`src/rtl/window_fetch_queue_pkg.sv`:
```
// Shared definitions for the sliding-window fetch queue: state encoding,
// a constant clog2 helper and the default window slot width.
package window_fetch_queue_pkg;

    typedef enum logic [1:0] {
        ST_IDLE  = 2'd0,
        ST_FETCH = 2'd1,
        ST_DRAIN = 2'd2,
        ST_DONE  = 2'd3
    } state_t;

    localparam int DEF_DATA_W = 8;
    localparam int DEF_CH     = 1;
    // One window slot holds one memory word: CH samples of DATA_W bits.
    localparam int SLOT_W     = DEF_CH * DEF_DATA_W;

    // Ceiling log2 for sizing counters; clog2(1) = 0.
    function automatic int clog2(input int value);
        int res;
        res = 0;
        for (int v = value - 1; v > 0; v = v >> 1) begin
            res = res + 1;
        end
        return res;
    endfunction

endpackage

```
`src/rtl/window_fetch_queue_if.sv`:
```
// Block RAM read port bundle: the queue is the master issuing reads,
// the RAM is the slave returning data RD_LAT cycles later.
interface window_fetch_queue_if #(
    parameter int ADDR_W = 10,
    parameter int WORD_W = 8
);
    logic              mem_en;
    logic [ADDR_W-1:0] mem_addr;
    logic [WORD_W-1:0] mem_data;

    modport master (output mem_en, output mem_addr, input  mem_data);
    modport slave  (input  mem_en, input  mem_addr, output mem_data);
endinterface

```
`src/rtl/window_fetch_queue_rd_lat_pipe.sv`:
```
// Valid delay line matching the RAM read latency; marks the cycle in
// which a previously issued read's data is present on mem_data.
module window_fetch_queue_rd_lat_pipe #(
    parameter int RD_LAT = 1
) (
    input  logic clk,
    input  logic rst,
    input  logic clear,
    input  logic in_valid,
    output logic out_valid
);

    logic [RD_LAT-1:0] pipe_r;

    // Shift issue markers toward the output; clear drops in-flight reads.
    always_ff @(posedge clk or posedge rst) begin
        if (rst) begin
            pipe_r <= '0;
        end else if (clear) begin
            pipe_r <= '0;
        end else begin
            pipe_r[0] <= in_valid;
            for (int i = 1; i < RD_LAT; i++) begin
                pipe_r[i] <= pipe_r[i-1];
            end
        end
    end

    assign out_valid = pipe_r[RD_LAT-1];

endmodule

```
`src/rtl/window_fetch_queue.sv`:
```
// Sliding-window fetch queue: streams LEN sequential words from a block RAM
// starting at BASE_ADDR into a DEPTH-entry window (slot 0 oldest).
module window_fetch_queue
    import window_fetch_queue_pkg::*;
#(
    parameter int DATA_W    = 8,
    parameter int CH        = 1,
    parameter int DEPTH     = 5,
    parameter int ADDR_W    = 10,
    parameter int RD_LAT    = 1,
    parameter int BASE_ADDR = 0,
    parameter int LEN       = 1024
) (
    input  logic                            clk,
    input  logic                            rst,
    input  logic                            work,
    input  logic                            clear,
    input  logic                            hold,
    window_fetch_queue_if.master            mem,
    output logic [DEPTH*CH*DATA_W-1:0]      window,
    output logic                            win_valid,
    output logic                            is_full,
    output logic [clog2(DEPTH+1)-1:0]       count,
    output logic                            done
);

    localparam int W_SLOT = CH * DATA_W;
    localparam int CNT_W  = clog2(LEN + 1);
    localparam int CW     = clog2(DEPTH + 1);

    localparam logic [CNT_W-1:0]  LEN_C   = CNT_W'(LEN);
    localparam logic [CW-1:0]     DEPTH_C = CW'(DEPTH);
    localparam logic [ADDR_W-1:0] BASE_C  = ADDR_W'(BASE_ADDR);

    state_t                         state_r;
    state_t                         state_s;
    logic [CNT_W-1:0]               issued_r;
    logic [CNT_W-1:0]               received_r;
    logic [DEPTH-1:0][W_SLOT-1:0]   win_r;
    logic [CW-1:0]                  count_r;
    logic [CW-1:0]                  count_s;
    logic                           mem_en_r;
    logic [ADDR_W-1:0]              mem_addr_r;
    logic                           win_valid_r;
    logic                           is_full_r;
    logic                           done_r;
    logic                           issue_s;
    logic                           done_s;
    logic                           land_s;

    window_fetch_queue_rd_lat_pipe #(
        .RD_LAT (RD_LAT)
    ) u_rd_lat_pipe (
        .clk       (clk),
        .rst       (rst),
        .clear     (clear),
        .in_valid  (mem_en_r),
        .out_valid (land_s)
    );

    // State register; clear restarts from IDLE.
    always_ff @(posedge clk or posedge rst) begin
        if (rst) begin
            state_r <= ST_IDLE;
        end else if (clear) begin
            state_r <= ST_IDLE;
        end else begin
            state_r <= state_s;
        end
    end

    // Next-state: start on work, stop issuing at LEN, finish when all words landed.
    always_comb begin
        state_s = state_r;
        case (state_r)
            ST_IDLE: begin
                if (work && !hold) state_s = ST_FETCH;
                else               state_s = ST_IDLE;
            end
            ST_FETCH: begin
                if (issued_r == LEN_C) state_s = ST_DRAIN;
                else                   state_s = ST_FETCH;
            end
            ST_DRAIN: begin
                if (received_r == LEN_C) state_s = ST_DONE;
                else                     state_s = ST_DRAIN;
            end
            ST_DONE: begin
                state_s = ST_DONE;
            end
            default: begin
                state_s = ST_IDLE;
            end
        endcase
    end

    // Output decode: read issue qualifier, completion flag and saturating count.
    always_comb begin
        issue_s = 1'b0;
        done_s  = 1'b0;
        count_s = count_r;
        issue_s = ((state_r == ST_IDLE) || (state_r == ST_FETCH)) &&
                  work && !hold && (issued_r < LEN_C);
        done_s  = (state_s == ST_DONE);
        if (count_r == DEPTH_C) begin
            count_s = count_r;
        end else begin
            count_s = count_r + CW'(1);
        end
    end

    // Read issue: one sequential address per cycle; address holds when idle.
    always_ff @(posedge clk or posedge rst) begin
        if (rst) begin
            mem_en_r   <= 1'b0;
            mem_addr_r <= BASE_C;
            issued_r   <= '0;
        end else if (clear) begin
            mem_en_r   <= 1'b0;
            mem_addr_r <= BASE_C;
            issued_r   <= '0;
        end else if (issue_s) begin
            mem_en_r   <= 1'b1;
            mem_addr_r <= BASE_C + ADDR_W'(issued_r);
            issued_r   <= issued_r + CNT_W'(1);
        end else begin
            mem_en_r   <= 1'b0;
        end
    end

    // Return path: shift landed word into the newest slot, track fill level.
    always_ff @(posedge clk or posedge rst) begin
        if (rst) begin
            win_r       <= '0;
            count_r     <= '0;
            received_r  <= '0;
            win_valid_r <= 1'b0;
            is_full_r   <= 1'b0;
        end else if (clear) begin
            win_r       <= '0;
            count_r     <= '0;
            received_r  <= '0;
            win_valid_r <= 1'b0;
            is_full_r   <= 1'b0;
        end else if (land_s) begin
            for (int i = 0; i < DEPTH - 1; i++) begin
                win_r[i] <= win_r[i+1];
            end
            win_r[DEPTH-1] <= mem.mem_data;
            count_r        <= count_s;
            received_r     <= received_r + CNT_W'(1);
            win_valid_r    <= (count_s == DEPTH_C);
            is_full_r      <= (count_s == DEPTH_C);
        end else begin
            win_valid_r    <= 1'b0;
        end
    end

    // Completion flag follows entry into DONE.
    always_ff @(posedge clk or posedge rst) begin
        if (rst) begin
            done_r <= 1'b0;
        end else if (clear) begin
            done_r <= 1'b0;
        end else begin
            done_r <= done_s;
        end
    end

    assign mem.mem_en   = mem_en_r;
    assign mem.mem_addr = mem_addr_r;
    assign window       = win_r;
    assign win_valid    = win_valid_r;
    assign is_full      = is_full_r;
    assign count        = count_r;
    assign done         = done_r;

endmodule

```
`src/flat_wrapper.sv`:
```
// flat-port wrapper written by rule: the top's interface ports become plain ports
module window_fetch_queue_flat import window_fetch_queue_pkg::*;
#(
    parameter int DATA_W    = 8,
    parameter int CH        = 1,
    parameter int DEPTH     = 5,
    parameter int ADDR_W    = 10,
    parameter int RD_LAT    = 1,
    parameter int BASE_ADDR = 0,
    parameter int LEN       = 1024
)
  (clk, rst, work, clear, hold, window, win_valid, is_full, count, done, mem_mem_en, mem_mem_addr, mem_mem_data);
  window_fetch_queue_if #(.ADDR_W(ADDR_W), .WORD_W(8)) mem_i ();
  input  logic clk;
  input  logic rst;
  input  logic work;
  input  logic clear;
  input  logic hold;
  output logic [DEPTH*CH*DATA_W-1:0] window;
  output logic win_valid;
  output logic is_full;
  output logic [clog2(DEPTH+1)-1:0] count;
  output logic done;
  output wire logic [$bits(mem_i.mem_en)-1:0] mem_mem_en;
  output wire logic [$bits(mem_i.mem_addr)-1:0] mem_mem_addr;
  input wire logic [$bits(mem_i.mem_data)-1:0] mem_mem_data;
  assign mem_mem_en = mem_i.mem_en;
  assign mem_mem_addr = mem_i.mem_addr;
  assign mem_i.mem_data = mem_mem_data;
  window_fetch_queue #(.DATA_W(DATA_W), .CH(CH), .DEPTH(DEPTH), .ADDR_W(ADDR_W), .RD_LAT(RD_LAT), .BASE_ADDR(BASE_ADDR), .LEN(LEN)) u_core (.clk(clk), .rst(rst), .work(work), .clear(clear), .hold(hold), .mem(mem_i), .window(window), .win_valid(win_valid), .is_full(is_full), .count(count), .done(done));
endmodule
```
`config.mk`:
```
export PLATFORM = sky130hd
export DESIGN_NAME = window_fetch_queue_flat
export DESIGN_NICKNAME = d
export VERILOG_FILES = /design/src/rtl/window_fetch_queue_pkg.sv /design/src/rtl/window_fetch_queue_if.sv /design/src/rtl/window_fetch_queue_rd_lat_pipe.sv /design/src/rtl/window_fetch_queue.sv /design/src/flat_wrapper.sv
export SDC_FILE = /design/constraint.sdc
export NUM_CORES = 1
export LEC_CHECK = 0
export CAP_MARGIN = 10
export CORE_MARGIN = 5
export CORE_UTILIZATION = 50
export DETAILED_ROUTE_END_ITERATION = 16
export PLACE_DENSITY_LB_ADDON = 0.05
export SYNTH_ARGS = -nofsm -noshare
export SYNTH_HDL_FRONTEND = slang
export SYNTH_HIERARCHICAL = 1
export SYNTH_SLANG_ARGS = --single-unit
```
`constraint.sdc`:
```
create_clock -name clk -period 3.4 [get_ports clk]
set_clock_uncertainty 0.05 [all_clocks]
set_input_delay 0.68 -clock clk [delete_from_list [all_inputs] [get_ports clk]]
set_output_delay 0.68 -clock clk [all_outputs]
set_load 0.01 [all_outputs]
```
==> impl_metrics.ini, run 1 <==
[run_status]
status = complete, no violations

[pwr]
clkPwrFrac_pct = 43.1
ir_drop_v = 0.000342
swShare_pct = 22.0
p_comb_share_pct = 5.1
power.net_switching_uw = 421
pwr-share-seq_pct = 51.8
p_leak_uw = 0.00191
power_uw = 1910
power-per-cell-area_mw_per_mm2 = 408
intPower_uw = 1490

[setup_path]
required_ns = 3.59
endpoint_kind = flop
crit_slowest_cell = or4b_1
critPathTopFamily = simple AND/OR/NAND/NOR gates
crit_path_cell_trace = clkdlybuf4s50_1 > or4b_1 > nor4_1 > mux2_2
worstPathMaxFanout = 23
critPathLaunchType = primary input
critPathMaxStageDelay_ns = 0.86
cp_num_buf_inv = 1
worst-setup-path-type = primary input to flop
worstPathArrival_ns = 2.74

[grt]
grt_first_pass_wirelength_um = 13200
met3_usage_pct = 7.34
grt_antenna_before_repair = 0
grt_use_met1_pct = 23.8
top_usage_layer = met2
grt_pass1_vias = 2800
grt_usage_pct = 18.6
grt-ovfl-total = 0
globalRouteMet2Util_pct = 29.0
grt_max_degree = 61

[finish]
finalInstanceArea_mm2 = 0.00468
diodes = 0
layout-drive-gt1-share_pct = 6.97
nNetsFinal = 430
area_growth_pct = 27.8
fill_cells = 633

[cts]
postCtsSetupRepairBufs = 0
path_clk_slew_ns = 0.08
cts.sinks = 82
post_cts_resized = 0
cts_tree = built
htree_levels = 3
clkLatencyLatePin_ns = 0.35
cts_made_buffers = 9
ctsHoldBuffers = 0
clockBufferDepth = 2
cts_root_buf = clkbuf_8

[routing]
vias = 2780
dr.first_iter.drc_count = 92
postRouteAntennaNets = 0
vias_per_cell = 5.40
wirelength_um = 7810
firstDrtPassIters = 4
drc = 0
wl_per_cell_um = 15.2

[floorplanning]
initial_utilization_pct = 50.8
core_area_mm2 = 0.00721
die_area_mm2 = 0.00914
row_count = 31
pin_count = 70
die-height_um = 95.6
die_w_um = 95.6

[sta]
slew_headroom_pct = 49.7
hold_violations = 0
rsz0062_at_grt = false
fmax_mhz = 392
finalSetupViolations = 0
holdWs_ns = 0.438
finalCriticalPeriod_ns = 2.55
drv_slew = 0
post-route-period-util_pct = 75.1
worst_pin_slew_ns = 0.755
setup_tns_ns = 0

[yosys]
yosys.cell_types.count = 40
synthCells = 346
async_reset_ff_share_pct = 100
synth-compound-area-share_pct = 8.12
synth-simple-area-share_pct = 17.2
synth_edf_count = 0
post_synth_fa_ha_maj_area_fraction_pct = 2.05
synth_nets = 365
synthesis.area_mm2 = 0.00367
synth_top_family_by_area = simple AND/OR/NAND/NOR gates
ys_seq_elements = 82
yosysSeqAreaShare_pct = 56.0
synth-main-ff-cell = dfrtp_1
muxShareOfSynthArea_pct = 12.1
syn_avg_cell_area_um2 = 10.6
ys_warn_count = 6
synth_xor_area_share_pct = 1.19

[place]
port_buffers = 69
hpwl_um = 5100
dpl_cell_area_mm2 = 0.00445
gp_congestion = 0.801

[run]
drv_cap = 0

[hold_path]
hp-class = flop to flop
cell usage in the layout, fill, tap and decap left out, drive strengths merged, types with 2 or more instances in the layout:
| cell | count |
|---|---|
| o21ai | 7 |
| xnor2 | 2 |
| or3 | 6 |
| nor2 | 53 |
| o2111ai | 2 |
| ha | 6 |
| inv | 10 |
| xor2 | 3 |
| clkdlybuf4s50 | 68 |
| o31ai | 6 |
| nand2 | 30 |
| clkbuf | 12 |
| clkinv | 2 |
| buf | 6 |
| nor4 | 2 |
| nor3 | 2 |
| a21oi | 26 |
| nor4b | 4 |
| and4 | 2 |
| dfrtp | 82 |
| a21boi | 2 |
| nand4 | 3 |
| nor2b | 5 |
| mux2i | 42 |
| or4b | 2 |
| bufinv | 2 |
| mux2 | 2 |
| or4 | 8 |
| nand3 | 7 |
logic make-up after synthesis:
group,after synthesis
AOI/OAI and AO/OA,50
xor gates and xnor gates,5
adders and majority gates,6
buffers and inverters,31
DFF,82
muxes,44
and+or+nand+nor,128
cell usage after synthesis (all sizes together), types with 2 or more instances:
library cell,number,area (µm²)
nand2,30,113
o2111ai,2,17.5
nor2b,5,38.8
or4b,2,20.0
mux2i,42,420
or3,6,37.5
nor2,53,199
a21oi,26,130
nor4,2,12.5
ha,6,75.1
dfrtp,82,2050
buf,9,40.0
xnor2,2,17.5
xor2,3,26.3
o31ai,6,45.0
nand4,3,18.8
clkbuf,11,41.3
nand3,7,35.0
and4,2,17.5
a21boi,2,15.0
o21ai,7,35.0
nor4b,4,35.0
or4,8,60.1
mux2,2,22.5
inv,11,41.3
nor3,2,10.0
power groups by stage:
stage	combinational, µW	clock (µW)	sequential [µW]
finish	98.3	824	991
CTS	101	845	991
global route	111	880	992
detailed placement	100	0	1010
global placement	99.2	0	1010
floorplan	61.8	0	1010
worst register-to-register path: stages, from the launching register on:
cell and delay (ns):
dfrtp_1 0.42, or4b_1 0.88, nor4_1 0.39, mux2_2 0.37
registers in the layout, summed over array words and instances (netlist names):
register	count
u_core/window	40
u_core/issued_r	11
u_core/received_r	11
u_core/mem.mem_addr	10
u_core/count	3
u_core/state_r	2
u_core/done	1
u_core/is_full	1
u_core/mem.mem_en	1
u_core/u_rd_lat_pipe/out_valid	1
u_core/win_valid	1
stage by stage:
stage,utilization (%),cells,worst slack [ns]
2_1_floorplan,-,346,0.590
3_3_place_gp,61.6,499,0.558
3_5_place_dp,61.6,499,0.500
4_1_cts,64.9,515,0.875
5_1_grt,64.9,515,0.785
6_report,64.9,515,0.848
routing by layer:
layer | wire [µm] | share of wire [%] | vias up
met3 | 508 | 6.5 | 4
li1 | - | - | 1326
met1 | 3590 | 46 | 1389
met4 | 54 | 0.69 | 0
met5 | 0 | 0 | -
met2 | 3650 | 47 | 61
final timing paths:
| kind | start | end | slack [ns] | cells past startpoint |
|---|---|---|---|---|
| worst max-delay path | hold | u_core/issued_r[9]$_DFFE_PP0P_ | 0.85 | 4 |
| worst min register to register | u_core/is_full$_DFFE_PP0P_ | u_core/is_full$_DFFE_PP0P_ | 0.44 | 2 |
| max in group asynchronous | rst | u_core/issued_r[4]$_DFFE_PP0P_ | 1.94 | 3 |
| worst min-delay path | u_core/is_full$_DFFE_PP0P_ | u_core/is_full$_DFFE_PP0P_ | 0.44 | 2 |
| min in group asynchronous | rst | u_core/u_rd_lat_pipe/out_valid$_DFF_PP0_ | 0.47 | 2 |
| worst max register to register | u_core/issued_r[10]$_DFFE_PP0P_ | u_core/issued_r[9]$_DFFE_PP0P_ | 1.19 | 3 |
cell type report:
class | instances | area, µm² | area share, %
repair buffers | 74 | 736 | 15.7
well taps | 99 | 124 | 2.64
clock buffers | 12 | 165 | 3.53
inverters | 11 | 42.5 | 0.908
multi-input cells | 233 | 1490 | 31.8
flip-flops and latches | 82 | 2050 | 43.8
clock inverters | 4 | 72.6 | 1.55
Note: power is estimated with default switching activity, not from simulation.
==> inputs of run 2 (changes only) <==
Settings changed: CORE_UTILIZATION 50 to 47.
Clock period 3.4 ns to 2.1 ns, I/O delays scaled along.
==> run 2 against run 1 <==
- hold slack lost 0.19 ns
- global-route usage shrank 1.7 points
- power grew 53%
- wire length grew 2.0%
- first-iteration DRC count grew 23%
- critical endpoint is now u_core/issued_r[3]$_DFFE_PP0P_
- sequential share of layout area shrank 0.67 points
- die area grew 5.7%
==> impl_metrics.ini, run 2 (synthesized netlist as in run 1, its figures left out) <==
[sta]
setup_slack_ns = 0.133
finalCriticalPeriod_ns = 1.97
post-route-period-util_pct = 93.6
hold_violations = 0
fmax_mhz = 509
worst_pin_slew_ns = 0.563
slew_headroom_pct = 62.5
rsz0062_at_grt = false
drv_slew = 0
finalSetupViolations = 0

[setup_path]
worstPathArrival_ns = 2.18
r2r_start = u_core/issued_r[10]$_DFFE_PP0P_
rr_endpoint = u_core/issued_r[3]$_DFFE_PP0P_
r2r_slack_ns = 0.21
critPathLaunchType = primary input
worstPathMaxFanout = 10
reg2reg_depth = 4
required_ns = 2.31
endpoint_kind = flop
startpoint = work
worst-setup-path-type = primary input to flop

[cts]
cts.sinks = 82
cts_made_buffers = 9
ctsHoldBuffers = 0
cts_tree = built
clockBufferDepth = 2
htree_levels = 3
postCtsSetupRepairBufs = 0
path_clk_slew_ns = 0.08
clkLatencyLatePin_ns = 0.34
cts_root_buf = clkbuf_8

[floorplanning]
die-height_um = 98.3
die_area_mm2 = 0.00967
pin_count = 70
core_area_mm2 = 0.00765
die_w_um = 98.3
initial_utilization_pct = 47.9
row_count = 32

[place]
hpwl_um = 5450
gp_congestion = 0.785
port_buffers = 69
place_ws_ns = -0.312

[grt]
grt_usage_pct = 16.9
grt_max_degree = 35
grt_first_pass_wirelength_um = 13400
grt_antenna_before_repair = 0
grt_pass1_vias = 2748
grt-ovfl-total = 0

[pwr]
p_comb_share_pct = 6.3
swShare_pct = 22.1
clkPwrFrac_pct = 39.1
pwr-share-seq_pct = 54.6
ir_drop_v = 0.000302
intPower_uw = 2280
p_leak_uw = 0.00195
power-per-cell-area_mw_per_mm2 = 615
power.net_switching_uw = 647

[routing]
dr.first_iter.drc_count = 113
wl_per_cell_um = 15.0
drc = 0
wirelength_um = 7960
postRouteAntennaNets = 0
firstDrtPassIters = 4
vias_per_cell = 5.27
vias = 2794

[finish]
area_growth_pct = 29.8
final_core_util_pct = 62.2
final_cell_mix = dfrtp_1, clkdlybuf4s50_1, nor2_1, mux2i_1, nand2_1
final_common_cell = dfrtp_1
multi_input_comb_area_mm2 = 0.00150
seqCellArea_mm2 = 0.00205
fill_cells = 644
largest_reg_flops = 40
nNetsFinal = 442
layout-drive-gt1-share_pct = 9.11
diodes = 0

[run]
drv_cap = 0

[run_status]
status = complete, no violations

[hold_path]
hp-class = primary input to async pin
==> run 2: cell count changes in the layout (fill, tap and decap cells not counted), sizes merged <==
cell	change
bufinv	-1
clkinv	-1
buf	+12
clkbuf	+2
==> run 2: area by class of cell <==
type | count | share of cell area (%)
clock buffers | 14 | 3.42
clock inverters | 2 | 0.736
inverters | 11 | 0.947
multi-input cells | 233 | 31.4
flip-flops and latches | 82 | 43.2
well taps | 102 | 2.68
repair buffers | 86 | 17.6
==> run 2: worst max path at each step <==
stage | endpoint | cells past startpoint
floorplan | u_core/issued_r[9]$_DFFE_PP0P_ | 4
global placement | u_core/issued_r[3]$_DFFE_PP0P_ | 5
detailed placement | u_core/issued_r[9]$_DFFE_PP0P_ | 4
CTS | u_core/issued_r[3]$_DFFE_PP0P_ | 5
global route | u_core/issued_r[3]$_DFFE_PP0P_ | 5
finish | u_core/issued_r[3]$_DFFE_PP0P_ | 5
==> run 2: power by group through the flow <==
| stage | clock, µW | sequential (µW) | combinational (µW) |
|---|---|---|---|
| after global placement | 0 | 1630 | 185 |
| final | 1150 | 1600 | 184 |
| after global routing | 1250 | 1600 | 204 |
| after detailed placement | 0 | 1630 | 187 |
| after floorplan | 0 | 1630 | 100 |
| after CTS | 1180 | 1600 | 187 |
==> run 2: stage by stage <==
stage	power [µW]	setup TNS (ns)	hold slack, ns	instances	instance area (µm²)
6_report	2930	0	0.252	530	4760
5_1_grt	3060	0	0.250	530	4760
4_1_cts	2960	0	0.235	530	4750
3_5_place_dp	1820	-2.12	0.433	514	4560
3_3_place_gp	1810	-1.76	0.418	514	4560
2_1_floorplan	1730	0	0.0987	346	3670
==> run 2: per-layer routing <==
layer	part of all wire (%)	track usage [%]	wire length [µm]	vias to the layer above
li1	-	-	-	1353
met1	47	22.4	3740	1376
met2	46	26.2	3700	56
met3	5.1	5.14	410	9
met4	1.4	6.30	108	0
met5	0	0	0	-
==> run 2: repair_timing <==
action | 4_1_cts | 5_1_grt
resized for setup | 0 | 1
endpoints found under the hold margin | 0 | 0
endpoints found under the setup margin | 0 | 3
==> run 2: critical path, stage by stage <==
cell	delay (ns)
clkdlybuf4s50_1	0.49
or4b_4	0.54
buf_4	0.20
or3_1	0.37
a21oi_1	0.16
==> inputs of run 3 (changes only) <==
--- a/config.mk
+++ b/config.mk
@@ -15,2 +15,3 @@
 export SYNTH_HIERARCHICAL = 1
 export SYNTH_SLANG_ARGS = --single-unit
+export TNS_END_PERCENT = 30
--- a/constraint.sdc
+++ b/constraint.sdc
@@ -3,3 +3,3 @@
 set_input_delay 0.42 -clock clk [delete_from_list [all_inputs] [get_ports clk]]
 set_output_delay 0.42 -clock clk [all_outputs]
-set_load 0.01 [all_outputs]
+set_load 0.05 [all_outputs]
==> run 3 against run 2 <==
- combinational power is 9% higher
- final area rose by 1.1%
- maximum frequency down 3.5%
- power rose by 8.1%
- critical path type is now flop to output port
==> impl_metrics.ini, run 3 (synthesized netlist as in run 1, its figures left out) <==
[setup_path]
rr_endpoint = u_core/issued_r[4]$_DFFE_PP0P_
required_ns = 1.63
cp.depth = 1
worstPathArrival_ns = 1.57
worst-setup-path-type = flop to output port
r2r_slack_ns = 0.24
crit_slowest_cell = clkdlybuf4s50_1
crit_path_cell_trace = clkdlybuf4s50_1
cp_num_buf_inv = 1
endpoint_kind = output port
critPathLaunchType = flop
critPathMaxStageDelay_ns = 0.82
worstPathMaxFanout = 3
reg2reg_depth = 4
r2r_start = u_core/issued_r[10]$_DFFE_PP0P_
critPathTopFamily = buffers and inverters

[pwr]
power.net_switching_uw = 704
p_leak_uw = 0.00213
ir_drop_v = 0.000398
clkPwrFrac_pct = 43.1
intPower_uw = 2460
p_comb_share_pct = 6.4
power-per-cell-area_mw_per_mm2 = 658
swShare_pct = 22.2
pwr-share-seq_pct = 50.5

[routing]
wl_per_cell_um = 15.0
dr.first_iter.drc_count = 75
wirelength_um = 7930
postRouteAntennaNets = 0
firstDrtPassIters = 4
vias_per_cell = 5.33
vias = 2827
drc = 0

[finish]
final_cell_mix = dfrtp_1, clkdlybuf4s50_1, nor2_1, mux2i_1, nand2_1
nNetsFinal = 442
final_common_cell = dfrtp_1
diodes = 0
finalInstanceArea_mm2 = 0.00481
area_growth_pct = 31.2
fill_cells = 626
layout-drive-gt1-share_pct = 10.3
largest_reg_flops = 40
final_core_util_pct = 62.9

[grt]
grt_pass1_vias = 2779
grt_usage_pct = 17.3
grt_first_pass_wirelength_um = 13600
grt_antenna_before_repair = 0
grt_max_degree = 35
grt-ovfl-total = 0

[sta]
fmax_mhz = 491
slew_headroom_pct = 62.2
finalCriticalPeriod_ns = 2.04
holdWs_ns = 0.248
post-route-period-util_pct = 97.0
setup_tns_ns = 0
finalSetupViolations = 0
hold_violations = 0
setup_slack_ns = 0.0631
rsz0062_at_grt = false
worst_pin_slew_ns = 0.567
drv_slew = 0

[place]
hpwl_um = 5350
place_ws_ns = -0.306
port_buffers = 69
dpl_cell_area_mm2 = 0.00455
gp_congestion = 0.784

[cts]
ctsHoldBuffers = 0
htree_levels = 3
clockBufferDepth = 2
clkLatencyLatePin_ns = 0.35
cts_tree = built
cts.sinks = 82
cts_root_buf = clkbuf_8
cts_made_buffers = 9
path_clk_slew_ns = 0.08

[hold_path]
hp-class = primary input to async pin

[floorplanning]
pin_count = 70
core_area_mm2 = 0.00765
die_area_mm2 = 0.00967
row_count = 32
die-height_um = 98.3
die_w_um = 98.3
initial_utilization_pct = 47.9

[run]
drv_cap = 0

[run_status]
status = complete, no violations
run 3: metrics by stage:
step | power (µW) | cells
after floorplan | 1750 | 346
after global placement | 1830 | 514
after detailed placement | 1830 | 514
after CTS | 3220 | 530
after global routing | 3300 | 530
final | 3170 | 530
run 3: area by class of cell:
type                            count  area, µm²  share of cell area, %
Clock buffer                       10        128                   2.65
Clock inverter                      6        113                   2.34
Inverter                           11       45.0                  0.936
Multi-Input combinational cell    233       1500                   31.1
Sequential cell                    82       2050                   42.7
Tap cell                          102        128                   2.65
Timing Repair Buffer               86        850                   17.7
run 3: how the worst max path moves through the flow:
stage                                        from                              to
floorplan                                    hold  u_core/issued_r[9]$_DFFE_PP0P_
global placement                             hold  u_core/issued_r[3]$_DFFE_PP0P_
detailed placement                           hold  u_core/issued_r[9]$_DFFE_PP0P_
CTS                 u_core/window[12]$_DFFE_PP0P_                      window[12]
global route        u_core/window[30]$_DFFE_PP0P_                      window[30]
finish              u_core/window[14]$_DFFE_PP0P_                      window[14]
run 3: timing repair:
action | CTS | global route
pin swaps | 0 | 0
cloned | 0 | 0
resized for setup | 1 | 9
buffers inserted | 0 | 0
setup endpoints to repair | 1 | 12
run 3: layer usage:
| metal | global-route usage, % | wire (µm) | up-vias |
|---|---|---|---|
| met4 | 5.88 | 64 | 0 |
| met5 | 0 | 0 | - |
| met2 | 26.4 | 3730 | 77 |
| met1 | 23.1 | 3600 | 1386 |
| li1 | - | - | 1357 |
| met3 | 5.93 | 529 | 7 |
run 3: power groups by stage:
| stage | Clock [µW] | Combinational (µW) | Sequential, µW |
|---|---|---|---|
| floorplan | 0 | 100 | 1650 |
| global placement | 0 | 202 | 1630 |
| detailed placement | 0 | 203 | 1630 |
| CTS | 1420 | 205 | 1600 |
| global route | 1480 | 222 | 1600 |
| finish | 1370 | 201 | 1600 |
